==> src/rtl/stat_monitor_if.sv <==
// Sample stream in, window statistics and health verdict out, for stat_monitor.
interface stat_monitor_if;
  logic       sample_en;
  logic [7:0] ones;
  logic [7:0] change_sign_count;
  logic       clr_sticky;
  logic [7:0] ones_avg;
  logic [7:0] changes_avg;
  logic       win_done;
  logic       alarm;
  logic       bias_seen;
  logic       density_seen;
  logic [1:0] state;

  modport master (
    output sample_en, ones, change_sign_count, clr_sticky,
    input  ones_avg, changes_avg, win_done, alarm, bias_seen, density_seen, state
  );

  modport slave (
    input  sample_en, ones, change_sign_count, clr_sticky,
    output ones_avg, changes_avg, win_done, alarm, bias_seen, density_seen, state
  );
endinterface

==> src/rtl/stat_monitor.sv <==
// Windowed health monitor: averages ones/transition counts over WINDOW samples and
// drives a WARMUP/OK/SUSPECT/ALARM verdict FSM with sticky cause flags.
module stat_monitor #(
  parameter int WORD_SIZE   = 32,
  parameter int WINDOW      = 16,
  parameter int SKIP        = 6,
  parameter int ONES_LO     = 12,
  parameter int ONES_HI     = 20,
  parameter int MIN_CHANGES = 8,
  parameter int ALARM_CNT   = 3,
  parameter int CLEAR_CNT   = 3
) (
  input logic          clk,
  input logic          rst_n,
  stat_monitor_if.slave bus
);
  localparam int L     = $clog2(WINDOW);
  localparam int ACC_W = 8 + L;
  localparam int SK_W  = $clog2(SKIP + 2);
  localparam int CNT_W = 8;

  if (WORD_SIZE < 1 || WORD_SIZE > 255 || WINDOW < 2 || WINDOW > 256 ||
      (1 << L) != WINDOW || ALARM_CNT < 1 || CLEAR_CNT < 1) begin : g_param_check
    $error("stat_monitor: illegal parameter set");
  end

  typedef enum logic [1:0] {
    WARMUP  = 2'd0,
    OK      = 2'd1,
    SUSPECT = 2'd2,
    ALARM   = 2'd3
  } state_t;

  state_t             state_q, state_nxt;
  logic [SK_W-1:0]    skip_cnt, skip_nxt;
  logic [CNT_W-1:0]   bad_cnt, bad_nxt, good_cnt, good_nxt;
  logic [L-1:0]       win_cnt;
  logic [ACC_W-1:0]   sum_ones, sum_chg, sum_ones_nxt, sum_chg_nxt;
  logic [7:0]         ones_avg_q, changes_avg_q;
  logic               win_done_q, alarm_q, bias_q, dens_q;
  logic               acc_en, ones_bad, dens_bad, bad;

  // With SKIP=0 the very first edge already counts toward the first window.
  assign acc_en       = bus.sample_en && (state_q != WARMUP || SKIP == 0);
  assign sum_ones_nxt = sum_ones + ACC_W'(bus.ones);
  assign sum_chg_nxt  = sum_chg + ACC_W'(bus.change_sign_count);

  assign ones_bad = (ones_avg_q < 8'(ONES_LO)) || (ones_avg_q > 8'(ONES_HI));
  assign dens_bad = changes_avg_q < 8'(MIN_CHANGES);
  assign bad      = ones_bad || dens_bad;

  always_comb begin
    state_nxt = state_q;
    skip_nxt  = skip_cnt;
    bad_nxt   = bad_cnt;
    good_nxt  = good_cnt;
    case (state_q)
      WARMUP: begin
        if (SKIP == 0) begin
          state_nxt = OK;
        end else if (bus.sample_en) begin
          if (skip_cnt == SK_W'(SKIP - 1)) begin
            state_nxt = OK;
            skip_nxt  = '0;
          end else begin
            skip_nxt = skip_cnt + 1'b1;
          end
        end
      end
      OK: begin
        if (win_done_q && bad) begin
          if (ALARM_CNT == 1) begin
            state_nxt = ALARM;
            good_nxt  = '0;
          end else begin
            state_nxt = SUSPECT;
            bad_nxt   = 8'd1;
          end
        end
      end
      SUSPECT: begin
        if (win_done_q) begin
          if (!bad) begin
            state_nxt = OK;
            bad_nxt   = '0;
          end else if (bad_cnt + 8'd1 == CNT_W'(ALARM_CNT)) begin
            state_nxt = ALARM;
            bad_nxt   = '0;
            good_nxt  = '0;
          end else begin
            bad_nxt = bad_cnt + 8'd1;
          end
        end
      end
      ALARM: begin
        if (win_done_q) begin
          if (bad) begin
            good_nxt = '0;
          end else if (good_cnt + 8'd1 == CNT_W'(CLEAR_CNT)) begin
            state_nxt = OK;
            good_nxt  = '0;
          end else begin
            good_nxt = good_cnt + 8'd1;
          end
        end
      end
    endcase
  end

  always_ff @(posedge clk or negedge rst_n) begin
    if (!rst_n) begin
      state_q       <= WARMUP;
      skip_cnt      <= '0;
      bad_cnt       <= '0;
      good_cnt      <= '0;
      win_cnt       <= '0;
      sum_ones      <= '0;
      sum_chg       <= '0;
      ones_avg_q    <= '0;
      changes_avg_q <= '0;
      win_done_q    <= 1'b0;
      alarm_q       <= 1'b0;
      bias_q        <= 1'b0;
      dens_q        <= 1'b0;
    end else begin
      state_q    <= state_nxt;
      skip_cnt   <= skip_nxt;
      bad_cnt    <= bad_nxt;
      good_cnt   <= good_nxt;
      alarm_q    <= (state_nxt == ALARM);
      win_done_q <= 1'b0;
      if (acc_en) begin
        win_cnt <= win_cnt + 1'b1;
        if (win_cnt == '1) begin
          ones_avg_q    <= 8'(sum_ones_nxt >> L);
          changes_avg_q <= 8'(sum_chg_nxt >> L);
          win_done_q    <= 1'b1;
          sum_ones      <= '0;
          sum_chg       <= '0;
        end else begin
          sum_ones <= sum_ones_nxt;
          sum_chg  <= sum_chg_nxt;
        end
      end
      // A cause observed on this edge outranks a simultaneous clear.
      if (win_done_q && ones_bad)  bias_q <= 1'b1;
      else if (bus.clr_sticky)     bias_q <= 1'b0;
      if (win_done_q && dens_bad)  dens_q <= 1'b1;
      else if (bus.clr_sticky)     dens_q <= 1'b0;
    end
  end

  assign bus.ones_avg     = ones_avg_q;
  assign bus.changes_avg  = changes_avg_q;
  assign bus.win_done     = win_done_q;
  assign bus.alarm        = alarm_q;
  assign bus.bias_seen    = bias_q;
  assign bus.density_seen = dens_q;
  assign bus.state        = state_q;
endmodule

==> src/flat_wrapper.sv <==
// flat-port wrapper written by rule: the top's interface ports become plain ports
module stat_monitor_flat 
#(
  parameter int WORD_SIZE   = 32,
  parameter int WINDOW      = 16,
  parameter int SKIP        = 6,
  parameter int ONES_LO     = 12,
  parameter int ONES_HI     = 20,
  parameter int MIN_CHANGES = 8,
  parameter int ALARM_CNT   = 3,
  parameter int CLEAR_CNT   = 3
)
  (clk, rst_n, bus_sample_en, bus_ones, bus_change_sign_count, bus_clr_sticky, bus_ones_avg, bus_changes_avg, bus_win_done, bus_alarm, bus_bias_seen, bus_density_seen, bus_state);
  stat_monitor_if bus_i ();
  input logic clk;
  input logic rst_n;
  input wire logic [$bits(bus_i.sample_en)-1:0] bus_sample_en;
  input wire logic [$bits(bus_i.ones)-1:0] bus_ones;
  input wire logic [$bits(bus_i.change_sign_count)-1:0] bus_change_sign_count;
  input wire logic [$bits(bus_i.clr_sticky)-1:0] bus_clr_sticky;
  output wire logic [$bits(bus_i.ones_avg)-1:0] bus_ones_avg;
  output wire logic [$bits(bus_i.changes_avg)-1:0] bus_changes_avg;
  output wire logic [$bits(bus_i.win_done)-1:0] bus_win_done;
  output wire logic [$bits(bus_i.alarm)-1:0] bus_alarm;
  output wire logic [$bits(bus_i.bias_seen)-1:0] bus_bias_seen;
  output wire logic [$bits(bus_i.density_seen)-1:0] bus_density_seen;
  output wire logic [$bits(bus_i.state)-1:0] bus_state;
  assign bus_i.sample_en = bus_sample_en;
  assign bus_i.ones = bus_ones;
  assign bus_i.change_sign_count = bus_change_sign_count;
  assign bus_i.clr_sticky = bus_clr_sticky;
  assign bus_ones_avg = bus_i.ones_avg;
  assign bus_changes_avg = bus_i.changes_avg;
  assign bus_win_done = bus_i.win_done;
  assign bus_alarm = bus_i.alarm;
  assign bus_bias_seen = bus_i.bias_seen;
  assign bus_density_seen = bus_i.density_seen;
  assign bus_state = bus_i.state;
  stat_monitor #(.WORD_SIZE(WORD_SIZE), .WINDOW(WINDOW), .SKIP(SKIP), .ONES_LO(ONES_LO), .ONES_HI(ONES_HI), .MIN_CHANGES(MIN_CHANGES), .ALARM_CNT(ALARM_CNT), .CLEAR_CNT(CLEAR_CNT)) u_core (.clk(clk), .rst_n(rst_n), .bus(bus_i));
endmodule
==> config.mk <==
export PLATFORM = sky130hd
export DESIGN_NAME = stat_monitor_flat
export DESIGN_NICKNAME = d
export VERILOG_FILES = /design/src/rtl/stat_monitor_if.sv /design/src/rtl/stat_monitor.sv /design/src/flat_wrapper.sv
export SDC_FILE = /design/constraint.sdc
export NUM_CORES = 1
export LEC_CHECK = 0
export CORE_MARGIN = 5
export CORE_UTILIZATION = 56
export DETAILED_ROUTE_END_ITERATION = 8
export DONT_BUFFER_PORTS = 1
export GPL_ROUTABILITY_DRIVEN = 1
export PLACE_DENSITY = 0.7
export SYNTH_ARGS = -nofsm -noshare
export SYNTH_HDL_FRONTEND = slang
export SYNTH_SLANG_ARGS = --single-unit
==> constraint.sdc <==
create_clock -name clk -period 2.4 [get_ports clk]
set_input_delay 0.36 -clock clk [delete_from_list [all_inputs] [get_ports clk]]
set_output_delay 0.36 -clock clk [all_outputs]
set_load 0.05 [all_outputs]
# After elaboration in Yosys (flattened, before gate mapping)
# Index checks and enable logic that the tools add are counted.
[classes] reduce_logical=16 n_addsub=6 eq_ne=13 n_lt_le_gt_ge=3 mux=30
[ops] op="8-bit two-way mux" n=10
[ops] op="8-bit case mux with 2 select lines" n=2
[ops] op="12-bit by 8-bit adder with 12-bit output" n=2
[ops] op="12-bit two-way mux" n=2
[ops] op="2-bit two-way mux" n=9
[ops] op="8-bit by 1-bit adder with 8-bit output, second input constant" n=2
[ops] op="8-bit by 2-bit equality test with 1-bit output, second input constant" n=2
[ops] op="8-bit by 4-bit < comparator with 1-bit output, second input constant" n=2
[ops] op="2-bit by 1-bit != test with 1-bit output, second input constant" n=5
[ops] op="2-bit nonzero test" n=5
[ops] op="8-bit by 5-bit greater-than comparator with 1-bit output, second input constant" n=1
[ops] op="2-bit case mux with 4 select lines" n=1
[ops] op="2-bit equality test, second input constant" n=3
[ops] op="1-bit two-way mux" n=5
[ops] op="5-bit AND reduction" n=1
[ops] op="4-bit by 1-bit adder with 4-bit output, second input constant" n=1
[ops] op="4-bit equality test, second input constant" n=1
[ops] op="1-bit logical AND" n=4
[ops] op="2-bit AND reduction" n=2
[ops] op="3-bit by 1-bit adder with 3-bit output, second input constant" n=1
[ops] op="3-bit equality test, second input constant" n=1
[ops] op="3-bit two-way mux" n=1
[ops] op="3-bit AND reduction" n=1
[ops] op="2-bit by 1-bit equality test with 1-bit output, second input constant" n=1
[ops] op="2 further kinds" n=3
[totals] reg_bits=69 word_cells=81

# Depth between registers and ports, before layout
# Gate-level depths: netlist of the first run.
[logic_depth] ltp_word=7 ltp_mapped=9

# Least setup slack after synthesis of the first run
# No wires, ideal clock.
[synth_timing] kind="register to register" start="register u_core.state_q[0], in the netlist u_core.bus.state[0]" end="register u_core.bad_cnt[4]" arrival_time_ns=2.208 path_stages_with_launch=10 n_path_buf=1 path_slack_ns=0.109 setup_ns=0.083 synth_period_minus_slack_ns=2.291 path_cell_list="dfrtp_1 > inv_1 > ha_1 > clkbuf_1 > nor2_1 > o21ai_0 > a41o_1 > or2_2 > nand2b_1 > o21ai_0"
[synth_via] elab_chain_len=3
[synth_rtl] element="from (decl)" line="stat_monitor.sv:34" source="state_t state_q, state_nxt;"
[synth_rtl] element="from (signal assigned)" line="stat_monitor.sv:126" source="state_q <= state_nxt;"
[synth_rtl] element="2-bit equality test / 2-bit by 1-bit equality test with 1-bit output (equally long branches)" line="stat_monitor.sv:57" source="case (state_q)"
[synth_rtl] element="2-bit by 1-bit != test with 1-bit output (no source line) / 2-bit nonzero test (equally long branches)"
[synth_rtl] element="3-bit AND reduction (no source line)"
[synth_rtl] element="to (signal assigned)" line="stat_monitor.sv:128" source="bad_cnt <= bad_nxt;"
[synth_rtl] element="to (decl)" line="stat_monitor.sv:36" source="logic [CNT_W-1:0] bad_cnt, bad_nxt, good_cnt, good_nxt;"
# Several ways; a longest one is shown, not always the timed one.
# A chain may end at the register's enable or synchronous reset.

# Worst setup path in the final report of the first run
[layout_timing] start="register u_core.sum_ones[0]" end="register u_core.ones_avg_q[6], in the netlist u_core.bus.ones_avg[6]"
[layout_via] elab_chain_len=1
[layout_rtl] element="from (decl)" line="stat_monitor.sv:38" source="logic [ACC_W-1:0] sum_ones, sum_chg, sum_ones_nxt, sum_chg_nxt;"
[layout_rtl] element="from (signal assigned)" line="stat_monitor.sv:141" source="sum_ones <= sum_ones_nxt;"
[layout_rtl] element="12-bit by 8-bit adder with 12-bit output" line="stat_monitor.sv:45" source="assign sum_ones_nxt = sum_ones + ACC_W'(bus.ones);"
[layout_rtl] element="to (signal assigned)" line="stat_monitor.sv:135" source="ones_avg_q <= 8'(sum_ones_nxt >> L);"
[layout_rtl] element="to (decl)" line="stat_monitor.sv:39" source="logic [7:0] ones_avg_q, changes_avg_q;"
# No other way between the ends.

==> impl_metrics.ini, run 1 <==
[worst_setup_path]
critPathMaxFanout = 3
end_kind = register
startpoint_type = register
critPathKind = reg2reg
worstPathRequired_ps = 2630
arrival_ps = 2450

[synth]
ys_types = 54
synthArstFlopShare_pct = 100.0
synth_edf_count = 0
yosys.area.top_type = dfrtp_1
yosysSeqAreaShare_pct = 41.33
syn-cell-area_mm2 = 0.004178
yosysWarnings = 0
syn-mean-instance-area_um2 = 9.102
synth_cells = 459
synth_top_area_share_pct = 41.33
synth_nets = 506
ys.flop_type = dfrtp_1
synthTopCellsByArea = dfrtp_1 41%, ha_1 7.5%, o21ai_0 7.3%
yosys_register_bits = 69

[timing]
slew_headroom_pct = 65.10
layout_setup_ws_ps = 178.4
hold_viol = 0
drv_slew = 0
tns_ps = 0
finalSetupViolCount = 0
whs_ps = 160.7
worstMarginPinSlew_ps = 523.5
finalCriticalPeriod_ps = 2222
rsz0062_at_grt = false
fin_crit_sh_pct = 92.57
fin_worst_skew_ps = 11.43
max_freq_mhz = 450.1

[detailed_routing]
dr.pass1.iters = 4
num_vias = 3459
vias_per_cell = 5.893
wl_per_cell_um = 16.34
ant_nets = 0
route.detailed.drc = 0
wirelength_mm = 9.590
drt-initial-drc-count = 162

[final_layout]
area_growth_pct = 14.32
num-nets-final = 530
final_util_pct = 65.84
finalNonFillerCells = 587
fillers = 604
n_antenna_cell = 0
layout_common_cells = 69 x dfrtp_1, 61 x nand2_1, 61 x o21ai_0
layout_commonest_cell = dfrtp_1
fin_area_mm2 = 0.004776
drive_gt1_share_pct = 13.32

[floorplanning]
ios = 42
core_area_mm2 = 0.007253
fp.dieH_um = 96.37
die-area_mm2 = 0.009287
die_x_um = 96.37
num_rows = 31
initial_core_util_pct = 57.60

[placement]
dp_hpwl_mm = 6.665
place_area_mm2 = 0.004422
portBuffers = 0
dp.cells = 566
gp_congestion = 0.8835
dp_slack_ps = 160.9

[cts]
root_buffer = clkbuf_8
htreeDepth = 3
numCtsBuffers = 9
tritoncts = yes
insertion_delay_ps = 350
cts.reportedPaths.clkPinSlew_ps = 80
cts_buffer_depth = 2
cts.sinks = 69

[grt]
globalRouteTotalUtil_pct = 22.15
grt_max_degree = 70
grt_util_met1_pct = 28.64
grt_pass1_vias = 3319
top_usage_layer = met2
grt_pass1_wl_mm = 15.94
grt_antenna_before_repair = 0
use_met3_pct = 6.352
grt_use_met2_pct = 36.75
grt_overflow_total = 0

[power_and_ir_drop]
vdd_ir_drop_max_mv = 0.7939
p_total_mw = 6.442
p_leak_nw = 2.160
powerDensity_mw_per_mm2 = 1349

[outcome]
status = complete, no violations

[flow_run]
cap_violations = 0

[hold_path]
hold_path.class = in2reg
==> cell usage after synthesis (8+ instances only) <==
master     n
o31ai_1    8
nor2b_1   11
nand2_1   61
inv_1     19
nor2_1    17
clkbuf_1  12
o21ai_0   61
ha_1      25
dfrtp_1   69
nor3_1    11
nand3_1   16
and3_1     9
xnor2_1   18
a21oi_1   15
==> path summary, 6_finish.rpt <==
check	startpoint	to	slack (ps)	cells past startpoint
worst max-delay path	u_core.sum_ones[0]	u_core.bus.ones_avg[6]	180	10
worst min-delay path	bus_sample_en	u_core.skip_cnt[0]	160	2
worst max register to register	u_core.sum_ones[0]	u_core.bus.ones_avg[6]	180	10
worst min register to register	u_core.sum_ones[0]	u_core.sum_ones[0]	480	2
max in group asynchronous	rst_n	u_core.sum_ones[11]	1560	2
min in group asynchronous	rst_n	u_core.good_cnt[3]	550	2
==> sequential cells by signal, indices dropped and copies added, names as in the netlist, 2 cells and up <==
name / cells
u_core.bus.changes_avg: 8
u_core.bus.ones_avg: 8
u_core.bad_cnt: 8
u_core.skip_cnt: 3
u_core.win_cnt: 4
u_core.bus.state: 2
u_core.sum_ones: 12
u_core.sum_chg: 12
u_core.good_cnt: 8
==> layout make-up <==
class                   count  area [um^2]  share of cell area [%]
clock buffers              10        137.6                   2.882
flip-flops and latches     69         1727                   36.15
multi-input cells         353         2327                   48.73
repair buffers             31        255.2                   5.345
inverters                  19        71.32                   1.493
clock inverters             6        133.9                   2.803
well taps                  99        123.9                   2.594
==> power by group <==
part	switching [mW]	internal [mW]	total, mW
clock network	0.470	0.824	1.29
logic	1.87	1.25	3.11
registers	0.470	1.57	2.04
==> cells by family (layout without fill, tap and decap cells) <==
group | Yosys count | in the layout | synth area share (%)
muxes | 3 | 3 | 0.7786
adders and majority gates | 27 | 27 | 8.446
and+or+nand+nor | 161 | 161 | 19.11
DFF | 69 | 69 | 41.33
AOI/OAI and AO/OA | 137 | 137 | 21.59
xor gates and xnor gates | 25 | 25 | 5.241
buffers and inverters | 37 | 66 | 3.504
==> worst max-delay path: stages (launching register included) <==
cell       delay (ps)
dfrtp_1           350
ha_1              160
inv_1              50
fa_1              400
nor2b_2           190
o2111ai_2         150
a31oi_2           240
nand3_2           110
buf_4             160
xnor2_1           200
o21ai_0           100
==> repair_timing <==
action                                 CTS  global route
setup endpoints to repair                0             3
hold buffers                             2             0
buffers inserted                         0             3
endpoints found under the hold margin   69             0
resized for setup                        0             5
==> per-layer routing <==
metal,vias up,share of wire (%)
li1,1708,-
met1,1656,44
met2,85,49
met3,10,5.3
met4,0,1.0
met5,-,0
Note: power is estimated with default switching activity, not from simulation.
==> inputs of run 2 (changes only) <==
--- a/config.mk
+++ b/config.mk
@@ -6,11 +6,11 @@
 export NUM_CORES = 1
 export LEC_CHECK = 0
 export CORE_MARGIN = 5
-export CORE_UTILIZATION = 56
+export CORE_UTILIZATION = 50
 export DETAILED_ROUTE_END_ITERATION = 8
 export DONT_BUFFER_PORTS = 1
 export GPL_ROUTABILITY_DRIVEN = 1
-export PLACE_DENSITY = 0.7
+export PLACE_DENSITY = 0.64
 export SYNTH_ARGS = -nofsm -noshare
 export SYNTH_HDL_FRONTEND = slang
 export SYNTH_SLANG_ARGS = --single-unit
==> impl_metrics.ini, run 2 (synthesized netlist as in run 1, its figures left out) <==
[cts]
ctsHoldBuffers = 2
cts.reportedPaths.clkPinSlew_ps = 80
cts.sinks = 69
htreeDepth = 3
tritoncts = yes
cts_buffer_depth = 2
numCtsBuffers = 9
ctsResizeCount = 0
root_buffer = clkbuf_8
cts_setup_buffers = 0
insertion_delay_ps = 350

[worst_setup_path]
crit_end = u_core.sum_chg[10]
crit_chain = ha_1 > inv_1 > fa_1 > nor2b_1 > o2111ai_1 > a31oi_1 > nand3_1 > or4_1 > nand3_1
cp.buffers_inverters = 1
slowest_stage = or4_1
critical_path.top_delay_family = simple AND/OR/NAND/NOR gates
end_kind = register
critPathMaxFanout = 3
startpoint_type = register
r2r_slack_ps = 170
r2r_start = u_core.sum_chg[0]
critPathLaunch = u_core.sum_chg[0]
r2r-end = u_core.sum_chg[10]
crit_cells = 9
reg2reg_depth = 9
critPathKind = reg2reg
arrival_ps = 2520
cpMostUsedCell = nand3_1
slowest_delay_ps = 420
worstPathRequired_ps = 2690

[grt]
grt_overflow_total = 0
grt_max_degree = 70
grt_antenna_before_repair = 0
globalRouteTotalUtil_pct = 19.63
grt_pass1_vias = 3303
grt_pass1_wl_mm = 16.12

[timing]
finalCriticalPeriod_ps = 2232
finalSetupViolCount = 0
hold_viol = 0
tns_ps = 0
worstMarginPinSlew_ps = 560.8
slew_headroom_pct = 62.61
drv_slew = 0
fin_crit_sh_pct = 93.01
fin_worst_skew_ps = 12.14
rsz0062_at_grt = false
max_freq_mhz = 448.0

[floorplanning]
ios = 42
die_x_um = 101.4
num_rows = 33
initial_core_util_pct = 51.10
die-area_mm2 = 0.01028
core_area_mm2 = 0.008175
fp.dieH_um = 101.4

[power_and_ir_drop]
power.switching_mw = 2.772
p_sw_share_pct = 44.88
internal_power_mw = 3.404
clkPwrFrac_pct = 17.6
p_comb_share_pct = 49.5
p_leak_nw = 2.124
seqPwrFrac_pct = 32.8
p_total_mw = 6.176
powerDensity_mw_per_mm2 = 1313
vdd_ir_drop_max_mv = 0.6400

[placement]
gp_congestion = 0.8561
portBuffers = 0
dp_hpwl_mm = 6.812

[final_layout]
layout_common_cells = 69 x dfrtp_1, 61 x nand2_1, 61 x o21ai_0
layout_commonest_cell = dfrtp_1
final_util_pct = 57.53
n_antenna_cell = 0
area_growth_pct = 12.58
drive_gt1_share_pct = 11.75
top_regs = u_core.sum_chg: 12 flops, u_core.sum_ones: 12 flops
num-nets-final = 527

[detailed_routing]
vias_per_cell = 5.808
wirelength_mm = 9.556
ant_nets = 0
num_vias = 3427
wl_per_cell_um = 16.20
route.detailed.drc = 0
drt-initial-drc-count = 104
dr.pass1.iters = 4

[outcome]
status = complete, no violations

[hold_path]
hold_path.class = in2reg
holdPathStages = 2

[flow_run]
cap_violations = 0
[run 2: cell count changes in the layout (fill, tap and decap cells not counted), moves of 2 or more]
cell / before / now
nor2b_1: 9 / 11
buf_4: 29 / 25
nor2b_2: 2 / 0
bufinv_16: 4 / 2
[run 2: through the flow]
| step | worst slack (ps) | area (um^2) | hold WS, ps | std cells |
|---|---|---|---|---|
| after floorplan | 109.3 | 4178 | 64.41 | 459 |
| after global placement | 224.5 | 4442 | 68.06 | 572 |
| after detailed placement | 176.9 | 4442 | 68.06 | 572 |
| after CTS | 165.1 | 4703 | 146.4 | 590 |
| after global routing | 0.5882 | 4703 | 143.3 | 590 |
| final | 167.8 | 4703 | 154.5 | 590 |
[run 2: worst reg2reg max path: stages (launching register included)]
cell and delay, ps:
dfrtp_1 350, ha_1 160, inv_1 60, fa_1 370, nor2b_1 190, o2111ai_1 160, a31oi_1 210, nand3_1 150
or4_1 420, nand3_1 100
[run 2: worst min path at each step]
stage                     slack [ps]          start                 end
after floorplan                   60          rst_n   u_core.bad_cnt[0]
after global placement            70          rst_n  u_core.skip_cnt[1]
after detailed placement          70          rst_n  u_core.skip_cnt[1]
after CTS                        150  bus_sample_en  u_core.skip_cnt[0]
after global routing             140  bus_sample_en  u_core.skip_cnt[0]
final                            150  bus_sample_en  u_core.skip_cnt[0]
[run 2: cell type report]
type / count / area, um^2
Sequential cell: 69 / 1727
Fill cell: 723 / 3472
Inverter: 19 / 71.32
Timing Repair Buffer: 28 / 245.2
Tap cell: 105 / 131.4
Multi-Input combinational cell: 353 / 2305
Clock buffer: 10 / 137.6
Clock inverter: 6 / 86.33
[run 2: layer usage]
layer / GRT usage, % / up-vias / share of wire [%]
met5: 0 / - / 0
met4: 6.851 / 0 / 1.2
met3: 4.408 / 13 / 5.0
met2: 31.49 / 67 / 47
met1: 26.22 / 1640 / 46
li1: - / 1707 / -
[run 2: power groups by stage]
stage,combinational [mW],clock (mW),sequential [mW]
2_1_floorplan,1.93,0,2.29
3_3_place_gp,2.95,0,2.03
3_5_place_dp,3.01,0,2.05
4_1_cts,3.07,1.11,2.03
5_1_grt,3.39,1.16,2.10
6_report,3.06,1.09,2.03
